## src/rtl/cache_mem_arbiter.sv

```systemverilog
// cache_mem_arbiter: sole owner of the shared main-memory port. Serialises
// D-side write-through stores, D-cache block fills and I-cache block fills,
// streams returned words into the owning cache and commits its tag.
module cache_mem_arbiter #(
    parameter int unsigned WORDS = 8
) (
    input  logic                     clk,
    input  logic                     rst_n,
    input  logic                     I_miss,
    input  logic [15:0]              I_addr,
    input  logic                     D_miss,
    input  logic                     D_wr,
    input  logic [15:0]              D_addr,
    input  logic [15:0]              D_wdata,
    input  logic [15:0]              mem_data_out,
    input  logic                     mem_data_valid,
    output logic                     mem_en,
    output logic                     mem_wr,
    output logic [15:0]              mem_addr,
    output logic [15:0]              mem_data_in,
    output logic [15:0]              fill_data,
    output logic [$clog2(WORDS)-1:0] fill_word,
    output logic                     I_data_we,
    output logic                     D_data_we,
    output logic                     I_tag_we,
    output logic                     D_tag_we,
    output logic                     I_stall,
    output logic                     D_stall,
    output logic                     I_done,
    output logic                     D_done
);

    localparam int unsigned WordW = $clog2(WORDS);
    // One extra bit so the issue counter can reach WORDS and stop issuing.
    localparam int unsigned CntW  = WordW + 1;

    localparam logic [15:0]     BlockMask = ~(16'(2 * WORDS) - 16'd1);
    localparam logic [CntW-1:0] IssEnd    = CntW'(WORDS);
    localparam logic [CntW-1:0] RetLast   = CntW'(WORDS - 1);

    typedef enum logic [1:0] {StIdle, StWrite, StFill, StTag} state_e;

    state_e          state_q, state_d;
    logic            owner_q, owner_d;  // 1: D side, 0: I side
    logic [15:0]     base_q, base_d;
    logic [CntW-1:0] iss_q, iss_d;
    logic [CntW-1:0] ret_q, ret_d;

    // State, grant owner, block base and fill counters.
    always_ff @(posedge clk or negedge rst_n) begin
        if (!rst_n) begin
            state_q <= StIdle;
            owner_q <= 1'b0;
            base_q  <= 16'd0;
            iss_q   <= '0;
            ret_q   <= '0;
        end else begin
            state_q <= state_d;
            owner_q <= owner_d;
            base_q  <= base_d;
            iss_q   <= iss_d;
            ret_q   <= ret_d;
        end
    end

    // Arbitration, fill sequencing and memory/cache strobes.
    always_comb begin
        state_d     = state_q;
        owner_d     = owner_q;
        base_d      = base_q;
        iss_d       = iss_q;
        ret_d       = ret_q;
        mem_en      = 1'b0;
        mem_wr      = 1'b0;
        mem_addr    = 16'd0;
        mem_data_in = 16'd0;
        fill_word   = '0;
        I_data_we   = 1'b0;
        D_data_we   = 1'b0;
        I_tag_we    = 1'b0;
        D_tag_we    = 1'b0;
        I_done      = 1'b0;
        D_done      = 1'b0;

        unique case (state_q)
            StIdle: begin
                // D side first: the MEM-stage instruction is older than the fetch.
                if (D_wr) begin
                    state_d = StWrite;
                    owner_d = 1'b1;
                    base_d  = D_addr & BlockMask;
                end else if (D_miss) begin
                    state_d = StFill;
                    owner_d = 1'b1;
                    base_d  = D_addr & BlockMask;
                end else if (I_miss) begin
                    state_d = StFill;
                    owner_d = 1'b0;
                    base_d  = I_addr & BlockMask;
                end
            end
            StWrite: begin
                mem_en      = 1'b1;
                mem_wr      = 1'b1;
                mem_addr    = D_addr;
                mem_data_in = D_wdata;
                D_done      = 1'b1;
                state_d     = StIdle;
            end
            StFill: begin
                if (iss_q < IssEnd) begin
                    mem_en   = 1'b1;
                    mem_addr = base_q + (16'(iss_q) << 1);  // wraps mod 2^16
                    iss_d    = iss_q + 1'b1;
                end
                if (mem_data_valid) begin
                    fill_word = ret_q[WordW-1:0];
                    D_data_we = owner_q;
                    I_data_we = ~owner_q;
                    ret_d     = ret_q + 1'b1;
                    if (ret_q == RetLast) begin
                        state_d = StTag;
                    end
                end
            end
            StTag: begin
                D_tag_we = owner_q;
                I_tag_we = ~owner_q;
                D_done   = owner_q;
                I_done   = ~owner_q;
                iss_d    = '0;
                ret_d    = '0;
                state_d  = StIdle;
            end
            default: state_d = StIdle;
        endcase
    end

    assign fill_data = mem_data_out;

    // Stalls are combinational so the pipeline holds in the cycle the request rises.
    assign I_stall = I_miss & ~I_done;
    assign D_stall = (D_miss | D_wr) & ~D_done;

endmodule

```

## config.mk

```make
export PLATFORM = sky130hd
export DESIGN_NAME = cache_mem_arbiter
export DESIGN_NICKNAME = d
export VERILOG_FILES = /design/src/rtl/cache_mem_arbiter.sv
export SDC_FILE = /design/constraint.sdc
export NUM_CORES = 1
export LEC_CHECK = 0
export ABC_AREA = 1
export BUFFER_PORTS_ARGS = -buffer_cell sky130_fd_sc_hd__buf_4
export CAP_MARGIN = 20
export CORE_MARGIN = 3
export CORE_UTILIZATION = 42
export CTS_CLUSTER_SIZE = 30
export DETAILED_ROUTE_END_ITERATION = 16
export PLACE_DENSITY = 0.81
export SYNTH_ARGS = -nofsm -noshare
export SYNTH_HDL_FRONTEND = slang
export SYNTH_SLANG_ARGS = --single-unit
```

## constraint.sdc

```tcl
create_clock -name clk -period 1.75 [get_ports clk]
set_input_delay 0.0875 -clock clk [delete_from_list [all_inputs] [get_ports clk]]
set_output_delay 0.0875 -clock clk [all_outputs]
set_load 0.01 [all_outputs]
```

Word-level counts from Yosys, hierarchy flattened
Index checks and enable logic that the tools add are counted.

Register bits after elaboration: 27. Input bits: 70. Output and inout bits: 61. Word-level logic and storage cells: 62.

Add/sub/neg operators: 3. Order comparisons: 1. Equal/unequal tests: 8. Multiplexer cells: 31. Bitwise operators: 6. Reductions and logical operators: 8.

Operators by type and width (number): 16-bit two-way mux (5); 16-bit case mux with 2 select lines (1); 16-bit by 5-bit adder with 16-bit output (1); 4-bit case mux with 2 select lines (2); 1-bit two-way mux (11); 2-bit two-way mux (5); 4-bit by 1-bit adder with 4-bit output, second input constant (2); 4-bit two-way mux (2); 3-bit two-way mux (2); 2-bit inequality test, second input constant (3); 2-bit case mux with 3 select lines (1); 2-bit AND reduction (3); 2-bit equality test, second input constant (2); 4-bit by 3-bit equality test with 1-bit output, second input constant (1); 4-bit < comparator, second input constant (1); 4-bit inequality test, second input constant (1); 1-bit case mux with 2 select lines (2); 1-bit inverter (3); 3-bit AND reduction (1); 3-bit nonzero test (1); 1-bit AND (2); 2-bit by 1-bit equality test with 1-bit output, second input constant (1); 2-bit logical NOT (1); 2-bit nonzero test (1); 2 further kinds (2).

Logic depth before layout (Yosys ltp)
Word-level depth: 4. Mapped depth: 9. Mapped depth without buffers: 9.

Worst setup path after synthesis
Ideal clock, no wire load.

Kind: reg-to-output. Start point: register state_q[1]. End point: output mem_addr[10]. Arrival: 1.343 ns. Data required time: 1.662 ns. Path slack: 0.320 ns. Stages on the path, launching flop included: 7. Buffers on the path: 2. Path through: dfrtp_1 -> inv_1 -> ha_1 -> clkbuf_1 -> buf_2 -> nand2_1 -> a21oi_1.

Longest elaborated chain between the ends: 2. Elaborated cells on any way between the ends: 3. Classes of those cells: 2 x eq/ne; 1 x mux.

Ends and longest elaborated chain: from (decl) (line 43) `state_e state_q, state_d;`; from (signal assigned) (line 52) `state_q <= StIdle;`; from (signal assigned) (line 58) `state_q <= state_d;`; 2-bit equality test or 2-bit by 1-bit equality test with 1-bit output (tied branches) (line 85) `unique case (state_q)`; 16-bit case mux with 2 select lines (*) (line 85); to (decl) (line 19) `output logic [15:0] mem_addr,`.

Mark *: on every way between the ends. The rest lies on a longest branch, timed or not.

Worst setup path in the final report
Start point: register state_q[0]. End point: output mem_addr[8].

The elaborated chain is that of the path after synthesis.

==> qor.csv <==
metric,value,unit
Die Y,73.32,um
die area,5375,um2
Layout Nets,451,
via/cell ratio,5.007,
clock power share,7.7,%
Root Driver,clkbuf_8,
cell internal pwr,2.337,mW
min Tclk post-route,1696,ps
combinational group share of total power,69.4,%
synth top area cells,"dfrtp_1 (30%), nand2_1 (17%), buf_4 (7.5%), inv_1 (7.5%), nor2_1 (6.5%)",
Total GRT Usage,20.66,%
worst slew pin tran,308.8,ps
Worst-Skew Late Latency,270,ps
Peak supply drop,0.8692,mV
drt drc,0,
register area share after synthesis,30.24,%
H-tree levels,1,
async set-reset flop share out of synthesis,100.0,%
DR vias,2123,
Max-slew headroom,79.42,%
Clock Skew,4.281,ps
number of synthesized flops with an enable pin,0,
Num CTS Buffers,3,
FMAX,589.6,MHz
"count leader, synth",nand2_1,
CP Data Arrival Time,1610,ps
Initial Utilization,45.61,%
"slowest stage delay, CP",400,ps
Post-synth top flop,dfrtp_1,
Syn Inst Count,290,
Avg Inst Size Synth,6.562,um2
# setup viols final,0,
Pwr Density,1625,nW/um2
vias in the first global route,2005,
first-pass GRT wire length,8859,um
Crit path max-delay family,buffers and inverters,
Pwr Total,4.412,mW
hpwl dp,4255,um
outcome,"finished, final reports clean",
"area leader, netlist",dfrtp_1,
fin crit share,96.92,%
initial DRC count,191,
Filler cells,372,
layout cell share with drive strength beyond 1,35.56,%
commonest cells in the netlist,"nand2_1 (86), inv_1 (38), nor2_1 (33)",
largest net degree at the start of global routing,26,
Area Overhead vs Synth,42.67,%
Crit path required time,1660,ps
CP Class,reg -> out,
final slew viol count,0,
Routability Congestion,0.8245,
wire per inst,13.17,um
CP Capture Type,output pin,
DIE WIDTH,73.32,um
CTS tree,built,
RSZ-0062 raised after global routing,true,
total global routing overflow,0,
n_diodes,0,
Sw Ratio,47.02,%
ANT nets after route,0,
worst hold path class,in -> reg,
startpoint types,register,
Yosys top cell area share,30.24,%
worst path bufs/invs,4,
most frequent CP cell,inv_2,
Cell Rows,23,
Leak,1.478,nW
Reg power frac,22.9,%
Slowest cell on crit path,dfrtp_1,
"Hold Violations, Final",0,
synth unique cells,23,
Worst-path clk slew,80,ps
WL final,5586,um
crit path cell chain,inv_2 > ha_4 > inv_2 > nor2_4 > buf_12 > o21ai_1 > a21oi_1 > buf_4,
Ys Warns,0,
Max clock buf depth,2,
#FFs+latches synth,23,
mapped cell area,1903,um2
IO Pins,131,
Synth Net Count,366,
core area,4173,um2
hold_ws,82.01,ps
DRT Pass-1 Iters,5,
initial antenna violation count,0,
number of port buffers,94,
CTS sink count,23,
critical path peak fanout,7,
Max Cap Viol,0,
sw power,2.075,mW
power by group through the flow:
stage	Clock [mW]	Combinational, mW	Sequential [mW]
detailed placement	0	2.86	1.01
floorplan	0	1.73	0.946
CTS	0.348	2.94	0.996
global route	0.367	3.38	1.05
global placement	0	2.78	0.993
finish	0.341	3.06	1.01
routing by layer:
layer	up-vias	global-route usage, %	routed length (um)	part of all wire (%)
met3	11	5.746	525	9.4
met2	95	35.65	2813	50
li1	1061	-	-	-
met5	-	0	0	0
met1	956	25.79	2180	39
met4	0	4.225	67	1.2
logic make-up (layout without fill, tap and decap cells):
logic type | after synthesis | after routing | synth area share, %
buffers and inverters | 68 | 152 | 17.75
DFF | 23 | 23 | 30.24
adders and majority gates | 6 | 6 | 3.945
and+or+nand+nor | 135 | 135 | 28.40
AOI/OAI and AO/OA | 57 | 57 | 19.20
xor gates and xnor gates | 1 | 1 | 0.4603
state kept, by name, indices dropped and copies added (netlist names):
name     flops
base_q      12
iss_q        4
ret_q        4
state_q      2
owner_q      1
worst register-to-register path, delay by kind of cell (launching register included):
kind / cells / cell delay [ps]
buffers and inverters: 1 / 150
adder cells (fa/ha/maj): 1 / 250
AND/OR/NAND/NOR: 5 / 570
flip-flops: 1 / 400
AO/OA/AOI/OAI: 1 / 40
path summary, 6_finish.rpt:
kind                            start     endpoint  slack (ps)  depth (start not counted)
max in group asynchronous       rst_n     iss_q[3]        1250                          2
setup reg to reg           state_q[0]     ret_q[3]         230                          8
hold / removal             I_addr[15]   base_q[15]          80                          3
hold reg to reg              ret_q[2]     ret_q[2]         540                          2
setup / recovery           state_q[0]  mem_addr[8]          50                          8
min in group asynchronous       rst_n     ret_q[1]         240                          2
per-stage QoR:
step	setup TNS, ps	std cells	util [%]	setup slack [ps]	instance area [um2]
after detailed placement	0	416	61.92	194.8	2584
after CTS	0	423	63.84	16.22	2664
after global routing	-89.66	424	65.07	-21.45	2715
after floorplan	0	290	-	319.9	1903
after global placement	0	416	61.92	226.6	2584
final	0	424	65.07	53.93	2715
what timing repair did:
action                                 CTS  global route
gates cloned                             0             0
setup endpoints to repair               12            16
endpoints found under the hold margin   23             0
resized for setup                        4            15
hold buffers                             1             0
buffers inserted                         2             1
pin swaps                                1             3
placed cells by master (no fill, tap or decap):
master,instances
a21oi_2,3
o22ai_1,2
xor2_1,1
nand2_1,86
o21a_1,2
buf_4,101
inv_2,5
a31oi_2,7
buf_12,3
dfrtp_2,1
buf_6,3
ha_4,1
a21oi_1,17
nor2_1,32
nor2_2,1
nand3_1,11
a22oi_1,1
o21ai_1,2
nand2_2,1
nor2_4,2
nor3_1,2
o21ai_0,17
ha_2,1
clkbuf_1,1
a31oi_1,5
inv_1,35
dfrtp_1,22
dlygate4sd3_1,1
clkbuf_8,3
a21oi_4,1
ha_1,4
cell type report:
class                           instances  area (um2)  share of cell area [%]
Clock buffer                            4       45.04                   1.659
Tap cell                               50       62.56                   2.304
Timing Repair Buffer                  108       862.1                   31.75
Sequential cell                        23       576.8                   21.24
Inverter                               40       150.1                   5.530
Multi-Input combinational cell        199        1018                   37.51
No activity file was read; power rests on OpenSTA's default activity.
